--- src/rtl/burst_rr_sched_pkg.sv ---
// Shared types and width helpers for the burst round-robin scheduler.
// ARB_TIMEOUT_EN in the top enables the stall-abort counter.
package burst_rr_sched_pkg;

  typedef enum logic {
    IDLE  = 1'b0,
    BURST = 1'b1
  } state_e;

  // Bits needed to index n items.
  function automatic int IdxW(input int n);
    return (n > 1) ? $clog2(n) : 1;
  endfunction

  // Bits needed to count from 0 up to n.
  function automatic int CntW(input int n);
    return (n > 0) ? $clog2(n + 1) : 1;
  endfunction

endpackage

--- src/rtl/burst_rr_scheduler_rr_pick.sv ---
// Rotating-priority picker: first request strictly after last,
// wrapping around; one-hot, binary index and any-request out.
module rr_pick
  import burst_rr_sched_pkg::*;
#(
  parameter int N = 8,
  parameter int W = 3
) (
  input  logic [N-1:0] req_i,
  input  logic [W-1:0] last_i,
  output logic [N-1:0] pick_o,
  output logic [W-1:0] idx_o,
  output logic         any_o
);

  function automatic logic [W-1:0] rotIdx(
    input logic [W-1:0] base,
    input int           k
  );
    int s;
    s = int'(base) + k;
    if (s >= N) s = s - N;
    return W'(s);
  endfunction

  // Walk lowest priority first so the nearest request wins.
  always_comb begin
    pick_o = '0;
    idx_o  = '0;
    any_o  = 1'b0;
    for (int k = N; k >= 1; k--) begin
      if (req_i[rotIdx(last_i, k)]) begin
        any_o  = 1'b1;
        idx_o  = rotIdx(last_i, k);
        pick_o = '0;
        pick_o[rotIdx(last_i, k)] = 1'b1;
      end
    end
  end

endmodule

--- src/rtl/burst_rr_scheduler.sv ---
// Round-robin burst scheduler sharing one valid/ready port.
// Define ARB_TIMEOUT_EN to abort bursts stalled TimeoutCycles.
module burst_rr_scheduler
  import burst_rr_sched_pkg::*;
#(
  parameter int NumRequests   = 8,
  parameter int MaxBurst      = 16,
  parameter int TimeoutCycles = 64
) (
  input  logic                         clk,
  input  logic                         rstN,
  input  logic [NumRequests-1:0]       reqValid,
  input  logic [NumRequests-1:0]       reqLast,
  output logic [NumRequests-1:0]       reqReady,
  output logic                         resValid,
  output logic                         resLast,
  input  logic                         resReady,
  output logic [NumRequests-1:0]       grant,
  output logic [IdxW(NumRequests)-1:0] grantIdx,
  output logic                         busy,
  output logic                         timeout
);

  localparam int IW = IdxW(NumRequests);
  localparam int BW = CntW(MaxBurst);
  localparam logic [BW-1:0] BeatMax  = BW'(MaxBurst - 1);
  localparam logic [IW-1:0] LastInit = IW'(NumRequests - 1);

  if (NumRequests < 2 || MaxBurst < 1 || TimeoutCycles < 1) begin : g_param_check
    $error("burst_rr_scheduler: illegal parameter value");
  end

  state_e                 state_q, state_d;
  logic [NumRequests-1:0] grant_q, grant_d;
  logic [IW-1:0]          idx_q, idx_d;
  logic [IW-1:0]          last_q, last_d;
  logic [BW-1:0]          beat_q, beat_d;

  logic [NumRequests-1:0] pick;
  logic [IW-1:0]          pickIdx;
  logic                   anyReq;
  logic                   beat;
  logic                   atMax;
  logic                   burstEnd;
  logic                   abort;

  rr_pick #(
    .N(NumRequests),
    .W(IW)
  ) u_pick (
    .req_i (reqValid),
    .last_i(last_q),
    .pick_o(pick),
    .idx_o (pickIdx),
    .any_o (anyReq)
  );

  assign beat     = (state_q == BURST) & reqValid[idx_q] & resReady;
  assign atMax    = (beat_q == BeatMax);
  assign burstEnd = beat & (reqLast[idx_q] | atMax);

`ifdef ARB_TIMEOUT_EN
  localparam int SW = CntW(TimeoutCycles);
  localparam logic [SW-1:0] StallMax = SW'(TimeoutCycles - 1);

  logic [SW-1:0] stall_q, stall_d;

  assign abort = (state_q == BURST) & ~beat & (stall_q == StallMax);

  always_comb begin
    stall_d = '0;
    if (state_q == BURST && !abort && !beat) stall_d = stall_q + 1'b1;
  end

  always_ff @(posedge clk or negedge rstN) begin
    if (!rstN) stall_q <= '0;
    else       stall_q <= stall_d;
  end
`else
  assign abort = 1'b0;
`endif

  always_ff @(posedge clk or negedge rstN) begin
    if (!rstN) begin
      state_q <= IDLE;
      grant_q <= '0;
      idx_q   <= '0;
      last_q  <= LastInit;
      beat_q  <= '0;
    end else begin
      state_q <= state_d;
      grant_q <= grant_d;
      idx_q   <= idx_d;
      last_q  <= last_d;
      beat_q  <= beat_d;
    end
  end

  always_comb begin
    state_d = state_q;
    grant_d = grant_q;
    idx_d   = idx_q;
    last_d  = last_q;
    beat_d  = beat_q;
    unique case (state_q)
      IDLE: begin
        if (anyReq) begin
          state_d = BURST;
          grant_d = pick;
          idx_d   = pickIdx;
        end
      end
      BURST: begin
        if (burstEnd || abort) begin
          state_d = IDLE;
          grant_d = '0;
          idx_d   = '0;
          last_d  = idx_q;
          beat_d  = '0;
        end else if (beat) begin
          beat_d = beat_q + 1'b1;
        end
      end
      default: state_d = IDLE;
    endcase
  end

  always_comb begin
    reqReady = '0;
    resValid = 1'b0;
    resLast  = 1'b0;
    if (state_q == BURST) begin
      reqReady[idx_q] = resReady;
      resValid        = reqValid[idx_q];
      resLast         = reqLast[idx_q] | atMax;
    end
  end

  assign grant    = grant_q;
  assign grantIdx = idx_q;
  assign busy     = (state_q == BURST);
  assign timeout  = abort;

endmodule

--- config.mk ---
export PLATFORM = sky130hd
export DESIGN_NAME = burst_rr_scheduler
export DESIGN_NICKNAME = d
export VERILOG_FILES = /design/src/rtl/burst_rr_sched_pkg.sv /design/src/rtl/burst_rr_scheduler_rr_pick.sv /design/src/rtl/burst_rr_scheduler.sv
export SDC_FILE = /design/constraint.sdc
export NUM_CORES = 1
export LEC_CHECK = 0
export CORE_ASPECT_RATIO = 1.75
export CORE_MARGIN = 4
export CORE_UTILIZATION = 60
export CTS_CLUSTER_DIAMETER = 60
export DETAILED_ROUTE_END_ITERATION = 8
export PLACE_DENSITY_LB_ADDON = 0.1
export SYNTH_ARGS = -nofsm -noshare
export SYNTH_HDL_FRONTEND = slang
export SYNTH_SLANG_ARGS = --single-unit
--- constraint.sdc ---
create_clock -name clk -period 5.5 [get_ports clk]
set_input_delay 0.55 -clock clk [delete_from_list [all_inputs] [get_ports clk]]
set_output_delay 0.55 -clock clk [all_outputs]
set_load 0.05 [all_outputs]
==> qor.csv <==
metric;value;unit
fin_cells;387;
numCtsBuffers;3;
synth-edff-count;0;
coreArea;4230;sq um
cts_hold_buf;0;
area_delta_synth_final;15.1;%
drt_wl_total;8.23;mm
grt_pass1_vias;2727;
die-height;96.5;um
setup_slack;1.62;ns
dp.cells;383;
end_kind;register;
finalClockSkew;0.00372;ns
synth-seq-cells;20;
dp_hpwl;6.23;mm
finalHoldViolations;0;
grt_pass1_wl;13.5;mm
ioPinCount;42;
drive_gt1_frac;0.127;
gp_congestion;1.04;
syn_nets;340;
cts_root_buffer;clkbuf_8;
die_x;58.5;um
ys_types;63;
ant_nets;0;
drc_errors;0;
antenna_found_initial;0;
ys_seq_area_frac;0.188;
slowest_delay;0.82;ns
hold_path.class;register to register;
die_area;5650;sq um
post-place-ws;1.68;ns
crit_path_top_delay_cell;ha_1;
worst_slew_pin_slew;0.865;ns
diodes;0;
cts_setup_buffers;0;
rsz0062_at_grt;false;
synth_warnings;0;
fin_setup_tns;0;ns
crit_buf_inv;1;
syn-instance-count;313;
numClockSinks;20;
cts.htree.levels;1;
cap_violations;0;
syn_area;2680;sq um
initial_core_util;0.635;
period_needed;3.88;ns
grt_start_max_net_pins;31;
critical_path_class;register to register;
cp-start-kind;register;
vias_per_cell;7.29;
clkLatencyLatePin;0.26;ns
cts_resized;0;
gr-total-overflow;0;
clock_path_buffers;2;
path_clk_slew;0.07;ns
globalRouteTotalUtil;0.312;
path_cells;inv_1 > ha_1 > mux4_2 > mux2i_1 > o21a_1 > a21oi_1 > a2111oi_2 > o21ai_1;
vias;2823;
drtPass1Iterations;5;
max_freq;258;MHz
crit_path_max_fanout;20;
synthFlopType;dfrtp_1;
status;finished, final reports clean;
ys_async_sr_fraction;1.00;
fin_crit_sh;0.706;
wire_per_inst;21.3;um
fin_nets;366;
setup_viol;0;
rows;31;
maxSlewViolCount;0;
slew_headroom;0.421;
final_core_util;0.730;
cp.required;5.63;ns
numPortBuffers;40;
avgSynthCellArea;8.57;sq um
arrival;4.01;ns
critPathTopFamily;multiplexers;
cts_tree;built;
drt_iter0_drc;194;
==> worst reg2reg max path, stage by stage, from the launching register on <==
cell,delay [ns]
dfstp_2,0.78
inv_1,0.18
ha_1,0.82
mux4_2,0.69
mux2i_1,0.50
o21a_1,0.21
a21oi_1,0.08
a2111oi_2,0.36
o21ai_1,0.13
==> per-stage QoR <==
| stage | hold WS [ns] | cell area (sq um) |
|---|---|---|
| finish | 0.505 | 3090 |
| global placement | 0.461 | 3030 |
| global route | 0.550 | 3090 |
| detailed placement | 0.490 | 3030 |
| floorplan | 0.254 | 2680 |
| CTS | 0.511 | 3090 |
==> final cells by class <==
type	count	area [sq um]
Clock buffer	4	55.1
Fill cell	350	1140
Inverter	11	41.3
Multi-Input combinational cell	260	2000
Sequential cell	20	504
Tap cell	49	61.3
Timing Repair Buffer	43	423
==> placed cells by master, fill, tap and decap left out, types with 7 or more instances in the layout <==
master	n
inv_1	10
o21ai_0	17
a22oi_1	7
nor2_1	17
clkdlybuf4s50_1	40
nand2_1	47
o221ai_1	11
dfrtp_1	17
and2_1	8
mux2i_1	16
ha_1	8
o21ai_1	7
mux4_2	13
a21oi_1	15
nand3_1	14
==> state kept, by name (all words and copies together) (netlist names) <==
name	flops
beat_q	5
grant	8
last_q	3
busy	1
grantIdx	3
==> metal layers <==
layer  share of wire  track usage  vias to the layer above
met5               0            0                        -
met4           0.056        0.166                        0
met3           0.064       0.0479                       44
met2            0.53        0.561                      163
met1            0.35        0.344                     1362
li1                -            -                     1254
==> synth_stat cells, drive strengths merged (3+ instances only) <==
| cell | number | area share |
|---|---|---|
| ha | 8 | 0.037 |
| nor2b | 5 | 0.014 |
| o31ai | 3 | 0.0084 |
| and2 | 9 | 0.021 |
| a211oi | 6 | 0.017 |
| o21ai | 25 | 0.048 |
| mux4 | 15 | 0.13 |
| a21oi | 15 | 0.028 |
| mux2i | 16 | 0.060 |
| dfstp | 3 | 0.029 |
| nand3 | 15 | 0.030 |
| nor3 | 3 | 0.0056 |
| nand2 | 47 | 0.066 |
| o21a | 5 | 0.014 |
| a22oi | 7 | 0.020 |
| dfrtp | 17 | 0.16 |
| o221ai | 12 | 0.042 |
| a32oi | 4 | 0.020 |
| buf | 13 | 0.037 |
| nand2b | 4 | 0.0093 |
| inv | 11 | 0.015 |
| o22ai | 4 | 0.0093 |
| o211ai | 6 | 0.017 |
| nor2 | 17 | 0.024 |
| mux2 | 4 | 0.017 |
| clkbuf | 9 | 0.013 |
==> final timing paths <==
kind                           start  slack, ns           to  cells past startpoint
max                        last_q[1]       1.62  grantIdx[1]                      8
min                        beat_q[4]       0.51    beat_q[4]                      2
max reg2reg                last_q[1]       1.62  grantIdx[1]                      8
min reg2reg                beat_q[4]       0.51    beat_q[4]                      2
max in group asynchronous       rstN       4.19     grant[5]                      1
min in group asynchronous       rstN       0.78    beat_q[3]                      1
==> cells by family after synthesis <==
logic type	count (synthesis)	share of synthesized area
other	1	0.00140
XOR/XNOR	3	0.00980
buffers and inverters	33	0.0653
flip-flops	20	0.188
multiplexers	35	0.205
AND/OR/NAND/NOR	110	0.200
AO/OA/AOI/OAI	103	0.293
adder cells (fa/ha/maj)	8	0.0373
Power is not shown: default switching activity piles up to over one toggle a cycle in this logic, so the estimate is an artifact.
